## src/rtl/dcache_burst_pkg.sv

```systemverilog
// Shared types for the data-cache burst adapter.
// Holds the burst FSM state encoding used by dcache_burst_adapter.
// No logic; types only.
package dcache_burst_pkg;

  typedef enum logic [1:0] {
    IDLE        = 2'd0,
    READ_BURST  = 2'd1,
    WRITE_BURST = 2'd2,
    DONE        = 2'd3
  } burst_state_t;

endpackage

```

## src/rtl/dcache_burst_adapter.sv

```systemverilog
// Purpose: splits cache-line refill/writeback requests into BURST_COUNT memory beats.
// Latency: request accepted at cycle 0, memory request from cycle 1, resp_o one cycle after the last beat ack.
// Backpressure: resp_i low stalls the current beat indefinitely; cache requests are ignored outside IDLE.
//
// Ports:
//   clk, rst          clock and synchronous active-high reset
//   line_i/line_o     writeback line from cache / refill line to cache
//   address_i         cache line address (offset bits dropped when latched)
//   read_i/write_i    cache refill / writeback request (write wins when both set)
//   resp_o            one-cycle completion pulse to cache
//   burst_i/burst_o   memory read beat / memory write beat
//   address_o         line-aligned memory address
//   read_o/write_o    memory read / write request, high for the whole burst
//   resp_i            per-beat memory acknowledge
module dcache_burst_adapter
  import dcache_burst_pkg::*;
#(
  parameter int CACHELINE_BIT_WIDTH = 256,
  parameter int BURST_WIDTH         = 64,
  parameter int ADDR_WIDTH          = 32,
  parameter int OFFSET_BITS         = 5
) (
  input  logic                           clk,
  input  logic                           rst,
  input  logic [CACHELINE_BIT_WIDTH-1:0] line_i,
  output logic [CACHELINE_BIT_WIDTH-1:0] line_o,
  input  logic [ADDR_WIDTH-1:0]          address_i,
  input  logic                           read_i,
  input  logic                           write_i,
  output logic                           resp_o,
  input  logic [BURST_WIDTH-1:0]         burst_i,
  output logic [BURST_WIDTH-1:0]         burst_o,
  output logic [ADDR_WIDTH-1:0]          address_o,
  output logic                           read_o,
  output logic                           write_o,
  input  logic                           resp_i
);

  localparam int BURST_COUNT = CACHELINE_BIT_WIDTH / BURST_WIDTH;
  localparam int CNT_W       = (BURST_COUNT > 1) ? $clog2(BURST_COUNT) : 1;
  localparam logic [CNT_W-1:0] LAST_BEAT = CNT_W'(BURST_COUNT - 1);

  // Line viewed as an array of beats so the counter indexes a beat directly.
  typedef logic [BURST_COUNT-1:0][BURST_WIDTH-1:0] beats_t;

  burst_state_t          state_q, state_d;
  logic [CNT_W-1:0]      cnt_q, cnt_d;
  beats_t                wline_q, wline_d;
  beats_t                rline_q, rline_d;
  logic [ADDR_WIDTH-1:0] addr_q, addr_d;
  logic [ADDR_WIDTH-1:0] addr_aligned;

  // Offset bits are discarded: memory always sees a line-aligned address.
  assign addr_aligned = {address_i[ADDR_WIDTH-1:OFFSET_BITS], {OFFSET_BITS{1'b0}}};

  logic unused_offset_bits;
  assign unused_offset_bits = ^address_i[OFFSET_BITS-1:0];

  always_comb begin
    state_d = state_q;
    cnt_d   = cnt_q;
    wline_d = wline_q;
    rline_d = rline_q;
    addr_d  = addr_q;
    case (state_q)
      IDLE: begin
        if (write_i) begin
          wline_d = line_i;
          addr_d  = addr_aligned;
          state_d = WRITE_BURST;
        end else if (read_i) begin
          addr_d  = addr_aligned;
          state_d = READ_BURST;
        end
      end
      READ_BURST: begin
        if (resp_i) begin
          rline_d[cnt_q] = burst_i;
          if (cnt_q == LAST_BEAT) begin
            cnt_d   = '0;
            state_d = DONE;
          end else begin
            cnt_d = cnt_q + CNT_W'(1);
          end
        end
      end
      WRITE_BURST: begin
        if (resp_i) begin
          if (cnt_q == LAST_BEAT) begin
            cnt_d   = '0;
            state_d = DONE;
          end else begin
            cnt_d = cnt_q + CNT_W'(1);
          end
        end
      end
      DONE: begin
        state_d = IDLE;
      end
      default: begin
        state_d = IDLE;
      end
    endcase
  end

  always_ff @(posedge clk) begin
    if (rst) begin
      state_q <= IDLE;
      cnt_q   <= '0;
      wline_q <= '0;
      rline_q <= '0;
      addr_q  <= '0;
    end else begin
      state_q <= state_d;
      cnt_q   <= cnt_d;
      wline_q <= wline_d;
      rline_q <= rline_d;
      addr_q  <= addr_d;
    end
  end

  assign line_o    = rline_q;
  assign address_o = addr_q;
  assign read_o    = (state_q == READ_BURST);
  assign write_o   = (state_q == WRITE_BURST);
  assign resp_o    = (state_q == DONE);
  // Driven only during a writeback so memory never sees stale line data.
  assign burst_o   = (state_q == WRITE_BURST) ? wline_q[cnt_q] : '0;

endmodule

```

## config.mk

```make
export PLATFORM = sky130hd
export DESIGN_NAME = dcache_burst_adapter
export DESIGN_NICKNAME = d
export VERILOG_FILES = /design/src/rtl/dcache_burst_pkg.sv /design/src/rtl/dcache_burst_adapter.sv
export SDC_FILE = /design/constraint.sdc
export NUM_CORES = 1
export LEC_CHECK = 0
export ABC_AREA = 1
export ABC_CLOCK_PERIOD_IN_PS = 2050
export CORE_AREA = 2 2 279 281
export DETAILED_ROUTE_END_ITERATION = 12
export DIE_AREA = 0 0 281 283
export GPL_TIMING_DRIVEN = 0
export PLACE_DENSITY = 0.52
export SLEW_MARGIN = 5
export SYNTH_ARGS = -nofsm -noshare
export SYNTH_HDL_FRONTEND = slang
export SYNTH_SLANG_ARGS = --single-unit
```

## constraint.sdc

```tcl
create_clock -name clk -period 2.05 [get_ports clk]
set_input_delay 0.41 -clock clk [delete_from_list [all_inputs] [get_ports clk]]
set_output_delay 0.41 -clock clk [all_outputs]
set_load 0.005 [all_outputs]
```

==> impl_metrics.py, run 1 <==
metrics = {
    "critical_path": {
        "critPathSlowestCell": "dfxtp_2",
        "end_kind": "primary output",
        "start_kind": "flip-flop",
        "cp_slowest_stage_delay_ns": 0.35,
        "path_buf_inv": 4,
        "cp_top_family": "buffers and inverters",
        "r2r_end": "line_o[43]$_SDFFE_PP0P_",
        "r2r_cells": 11,
        "critical_path.cell_chain": "buf_12 -> buf_16 -> buf_12 -> nor2_1 -> nor2_2 -> nand2_4 -> a21oi_4 -> buf_2",
        "cpMostUsedCell": "buf_12",
        "reg2reg_from": "cnt_q[0]$_SDFFE_PP0P_",
        "crit_arrival_ns": 2.10,
        "worst-r2r-setup-slack_ns": -0.08,
        "required_ns": 1.64,
        "critPathKind": "flip-flop to primary output",
        "path_max_fanout": 6,
    },
    "power_and_ir_drop": {
        "power_density_nw_per_um2": 1190,
        "leakagePower_nw": 12.7,
        "irDropWorstVdd_mv": 0.748,
    },
    "outcome": {
        "violations": "negative setup slack",
        "status": "finished, violations left",
    },
    "global_route": {
        "grt-busiest-layer": "met2",
        "grt_use_met2_pct": 43.1,
        "antenna_found_initial": 37,
        "grtUsageTotal_pct": 24.4,
        "grt_max_degree": 20,
        "grt_overflow": 0,
        "grt_pass1_wl_um": 143000,
        "met3_usage_pct": 7.55,
        "met1_usage_pct": 27.9,
        "first_global_vias": 21600,
    },
    "cells_and_area": {
        "final_area_sq_um": 33700,
        "syn2layout_area_growth_pct": 55.1,
        "final_core_util_pct": 44.0,
        "layout.nets": 4183,
        "stdcell_count": 4916,
        "fill_cells": 8023,
        "drive_gt1_share_pct": 14.6,
    },
    "sta": {
        "finalCriticalPeriod_ns": 2.51,
        "fin_ws_ns": -0.458,
        "worstMarginPinSlew_ns": 1.02,
        "fmax_mhz": 399,
        "drv_slew": 0,
        "fin_skew_ns": 0.0101,
        "relSlewSlack_pct": 32.3,
        "setup_viol": 94,
        "fin_crit_sh_pct": 122,
        "rsz0062_at_grt": "true",
        "hold_violations": 0,
        "timing.setup.tns_ns": -25.67,
    },
    "cts": {
        "cts_buffers": 60,
        "h-tree-depth": 2,
        "clockBufferDepth": 3,
        "clkTransAtPathRegs_ns": 0.06,
        "cts_tree": "yes",
        "clk_root_buffer_cell": "clkbuf_16",
        "clock_latency_ns": 0.64,
        "cts_sinks": 543,
        "cts.hold.buffers_added": 0,
    },
    "hold_path": {
        "hold_path.class": "primary input to flip-flop",
        "min_from": "line_i[67]",
        "holdPathStages": 3,
        "holdPathEnd": "wline_q[67]$_SDFFE_PP0P_",
    },
    "flow_run": {
        "drv_cap": 0,
    },
    "route": {
        "drt_iter0_drc": 961,
        "vias_per_cell": 4.53,
        "totalWireLength_um": 101000,
        "vias": 22300,
        "final_antenna_net_count": 0,
        "wl_per_cell_um": 20.6,
        "drc_errors": 0,
        "dr.pass1.iters": 5,
    },
    "floorplan": {
        "io_pins": 712,
        "rows": 102,
        "fp.dieW_um": 281,
        "initial_core_util_pct": 28.4,
        "die_area_sq_um": 79500,
        "die_h_um": 283,
        "core_sq_um": 76700,
    },
    "yosys": {
        "ys_seq_area_share_pct": 50.0,
        "yosysUniqueCellTypes": 19,
        "syn_inst": 3014,
        "synth_seq_cells": 543,
        "synth.cell_area_sq_um": 21800,
        "synth_warnings": 0,
        "avgSynthCellArea_sq_um": 7.22,
    },
    "place": {
        "place_ws_ns": -0.870,
        "place_congestion": 0.858,
        "dp_cells": 4759,
        "hpwl_um": 78400,
        "placed_area_sq_um": 30100,
        "port_buffers": 701,
    },
}
==> timing repair <==
action	CTS	global route
gates cloned	3	6
buffers inserted	16	15
gates resized for setup	505	248
pin swaps	48	128
endpoints found under the setup margin	291	385
==> worst min-delay path, cell delays in order <==
cell and delay (ns):
clkdlybuf4s50_1 0.39, o21ai_0 0.15, a21oi_1 0.04
==> flip-flops by register name (all words and copies together) (netlist names) <==
register	count
cnt_q	2
line_o	256
state_q	2
address_o	27
wline_q	256
==> layout by cell type (no fill, tap or decap), types with 3 or more instances in the layout <==
cell             count
buf_4               43
inv_2                5
ha_1                 7
nand3_1              3
nand2_2             45
nor2_4              15
dfxtp_2              3
inv_6                3
buf_6               45
o21ai_0            490
o21ai_1             51
conb_1               5
clkinv_2             6
a21oi_4              5
nand2_4             11
clkbuf_2            33
buf_2              103
clkbuf_4            11
clkbuf_1            64
inv_1              387
nor2_1             514
bufinv_16            5
diode_2             11
dlygate4sd2_1        8
nor2_2              43
clkdlybuf4s50_1    626
a21oi_1            392
dfxtp_1            539
nand2_1            213
buf_8               12
clkbuf_8            29
a21oi_2             53
clkbuf_16           67
buf_12              15
==> synthesized netlist by cell type, drive strengths merged <==
cell type	instances	area, sq um
ha	9	113
a21oi	450	2250
nand2	269	1010
clkbuf	107	415
nor2	572	2150
o21ai	543	2720
buf	123	726
inv	393	1480
nand3	4	20.0
conb	1	3.75
dfxtp	543	10900
==> through the flow <==
step / total power [mW] / hold WS (ns)
after detailed placement: 26.5 / 0.435
after global routing: 42.6 / 0.393
after global placement: 26.3 / 0.431
after floorplan: 20.4 / 0.429
after CTS: 39.3 / 0.360
final: 40.2 / 0.397
==> kinds of logic (layout without fill, tap and decap cells) <==
| group | count (synthesis) | in the layout | synth area share [%] |
|---|---|---|---|
| simple gates | 845 | 845 | 14.6 |
| other cells | 1 | 16 | 0.0172 |
| fa+ha+maj | 9 | 9 | 0.518 |
| buf+inv | 623 | 1470 | 12.0 |
| compound gates | 993 | 993 | 22.9 |
| flops | 543 | 543 | 50.0 |
==> where the power goes <==
group | internal [mW] | switching (mW) | total, mW
Combinational | 6.54 | 8.55 | 15.1
Sequential | 12.8 | 1.00 | 13.8
Clock | 6.73 | 4.65 | 11.4
Total | 26.0 | 14.2 | 40.2
==> metal layers <==
metal / up-vias / wire length, um
met4: 52 / 2810
met2: 666 / 49700
met5: - / 343
met1: 10200 / 40300
li1: 11200 / -
met3: 183 / 7910
==> worst max path at each step <==
stage                               start                         to  depth (start not counted)
floorplan           cnt_q[0]$_SDFFE_PP0P_    line_o[13]$_SDFFE_PP0P_                          9
global placement                      rst  wline_q[156]$_SDFFE_PP0P_                          7
detailed placement                    rst  wline_q[156]$_SDFFE_PP0P_                          7
CTS                 cnt_q[0]$_SDFFE_PP0P_                burst_o[15]                          7
global route        cnt_q[0]$_SDFFE_PP0P_                burst_o[28]                          9
finish              cnt_q[0]$_SDFFE_PP0P_                burst_o[38]                          8
==> cell type report <==
class	instances	area (sq um)	share of cell area [%]
clock inverters	16	244	0.723
repair buffers	738	7250	21.5
diodes	11	27.5	0.0816
well taps	1040	1300	3.86
inverters	393	1480	4.39
clock buffers	94	1830	5.42
flip-flops and latches	543	10900	32.2
plain buffers	229	1740	5.16
multi-input cells	1852	8990	26.6
Power figures use the tool's default switching activity.
==> run 2, diff against run 1 <==
MAX_ROUTING_LAYER = met4   (was default)
==> impl_metrics.py, run 2 (same netlist as run 1, synthesis figures left out) <==
metrics = {
    "cells_and_area": {
        "drive_gt1_share_pct": 14.0,
        "final_core_util_pct": 43.8,
        "syn2layout_area_growth_pct": 54.4,
        "mostFrequentLayoutCells": "clkdlybuf4s50_1, dfxtp_1, nor2_1",
        "layout_commonest_cell": "clkdlybuf4s50_1",
        "layout.nets": 4182,
        "fill_cells": 8034,
        "stdcell_count": 4941,
    },
    "cts": {
        "cts_buffers": 60,
        "h-tree-depth": 2,
        "cts_sinks": 543,
        "clk_root_buffer_cell": "clkbuf_16",
        "clockBufferDepth": 3,
        "clock_latency_ns": 0.64,
        "cts_tree": "yes",
        "clkTransAtPathRegs_ns": 0.06,
    },
    "critical_path": {
        "end_kind": "primary output",
        "cp_slowest_stage_delay_ns": 0.35,
        "crit_start": "cnt_q[0]$_SDFFE_PP0P_",
        "critPathKind": "flip-flop to primary output",
        "cpMostUsedCell": "nor2_4",
        "required_ns": 1.64,
        "start_kind": "flip-flop",
        "reg2reg_from": "cnt_q[0]$_SDFFE_PP0P_",
        "path_max_fanout": 7,
        "critical_path.cell_chain": "buf_12 -> buf_16 -> buf_4 -> clkbuf_16 -> nor2_4 -> nor2_4 -> nand2_2 -> a21oi_2 -> buf_2",
        "r2r_cells": 11,
        "crit_arrival_ns": 2.10,
        "r2r_end": "line_o[37]$_SDFFE_PP0P_",
        "worst-r2r-setup-slack_ns": -0.08,
        "critPathSlowestCell": "dfxtp_2",
    },
    "sta": {
        "rsz0062_at_grt": "true",
        "fin_crit_sh_pct": 123,
        "finalCriticalPeriod_ns": 2.51,
        "hold_violations": 0,
        "fmax_mhz": 398,
        "fin_skew_ns": 0.0137,
        "setup_viol": 98,
        "fin_ws_ns": -0.462,
        "drv_slew": 0,
        "relSlewSlack_pct": 29.2,
        "timing.setup.tns_ns": -25.37,
        "worstMarginPinSlew_ns": 1.06,
        "hold_slack_ns": 0.398,
    },
    "place": {
        "hpwl_um": 78400,
        "place_ws_ns": -0.870,
        "port_buffers": 701,
        "place_congestion": 0.872,
        "dp_cells": 4759,
    },
    "route": {
        "totalWireLength_um": 101000,
        "drc_errors": 0,
        "drt_iter0_drc": 1034,
        "final_antenna_net_count": 0,
        "vias": 22200,
        "wl_per_cell_um": 20.4,
        "vias_per_cell": 4.49,
        "dr.pass1.iters": 5,
    },
    "global_route": {
        "grt_pass1_wl_um": 143000,
        "antenna_found_initial": 37,
        "grt_max_degree": 20,
        "grt_overflow": 0,
        "first_global_vias": 21600,
        "grtUsageTotal_pct": 25.1,
    },
    "floorplan": {
        "initial_core_util_pct": 28.4,
        "die_h_um": 283,
        "rows": 102,
        "fp.dieW_um": 281,
        "io_pins": 712,
        "core_sq_um": 76700,
        "die_area_sq_um": 79500,
    },
    "flow_run": {
        "drv_cap": 0,
    },
    "outcome": {
        "violations": "negative setup slack",
        "status": "finished, violations left",
    },
    "hold_path": {
        "holdPathEnd": "wline_q[67]$_SDFFE_PP0P_",
        "hold_path.class": "primary input to flip-flop",
        "min_from": "line_i[67]",
        "holdPathStages": 3,
    },
    "power_and_ir_drop": {
        "irDropWorstVdd_mv": 0.754,
        "leakagePower_nw": 12.6,
        "power_density_nw_per_um2": 1190,
    },
}
## run 2: cell types whose count changed in the layout (fill, tap and decap cells not counted), sizes merged
| cell | change |
|---|---|
| clkbuf | -4 |
| buf | +1 |
| dlymetal6s2s | +1 |
| diode | +26 |
| dlygate4sd2 | +1 |
## run 2: per-stage QoR
| step | power, mW | area (sq um) |
|---|---|---|
| 2_1_floorplan | 20.4 | 21800 |
| 3_3_place_gp | 26.3 | 30100 |
| 3_5_place_dp | 26.5 | 30100 |
| 4_1_cts | 39.3 | 33000 |
| 5_1_grt | 42.3 | 33600 |
| 6_report | 39.9 | 33600 |
## run 2: worst max path at each step
stage | to | slack [ns] | cells past startpoint
6_report | burst_o[40] | -0.46 | 9
5_1_grt | burst_o[3] | -0.53 | 9
4_1_cts | burst_o[15] | -0.80 | 7
3_5_place_dp | wline_q[156]$_SDFFE_PP0P_ | -0.87 | 7
3_3_place_gp | wline_q[156]$_SDFFE_PP0P_ | -0.88 | 7
2_1_floorplan | line_o[13]$_SDFFE_PP0P_ | 0.21 | 9
## run 2: layer usage
metal | up-vias | wire (um) | track usage, %
li1 | 11200 | - | -
met1 | 10200 | 40600 | 28.1
met2 | 649 | 49500 | 43.1
met3 | 131 | 7840 | 7.37
met4 | 0 | 2650 | 7.34
met5 | - | 0 | -
## run 2: final cells by class
type                            count  area [sq um]  area share [%]
Sequential cell                   543         10900            32.4
Multi-Input combinational cell   1852          8900            26.5
Timing Repair Buffer              737          7170            21.3
Clock buffer                       94          1830            5.44
Buffer                            229          1710            5.08
Inverter                          393          1480            4.41
Tap cell                         1040          1300            3.87
Clock inverter                     16           244           0.726
Antenna cell                       37          92.6           0.276
## run 2: worst max-delay path: cells and delay by family (launching register included)
family / cells / cell delay [ns]
AOI/OAI and AO/OA: 1 / 0.16
buffers and inverters: 5 / 0.71
DFF: 1 / 0.35
and+or+nand+nor: 3 / 0.25
## run 2: what timing repair did
action / 4_1_cts / 5_1_grt
setup endpoints to repair: 291 / 386
hold buffers: 0 / 0
gates cloned: 3 / 2
resized for setup: 505 / 209
setup buffers: 16 / 18
pin swaps: 48 / 127
## run 2: power breakdown
part	total, mW	internal, mW	switching, mW	leakage, nW
Clock	11.4	6.73	4.66	1.02
Sequential	13.8	12.8	1.02	4.45
Combinational	14.7	6.32	8.37	7.16
Total	39.9	25.8	14.0	12.6
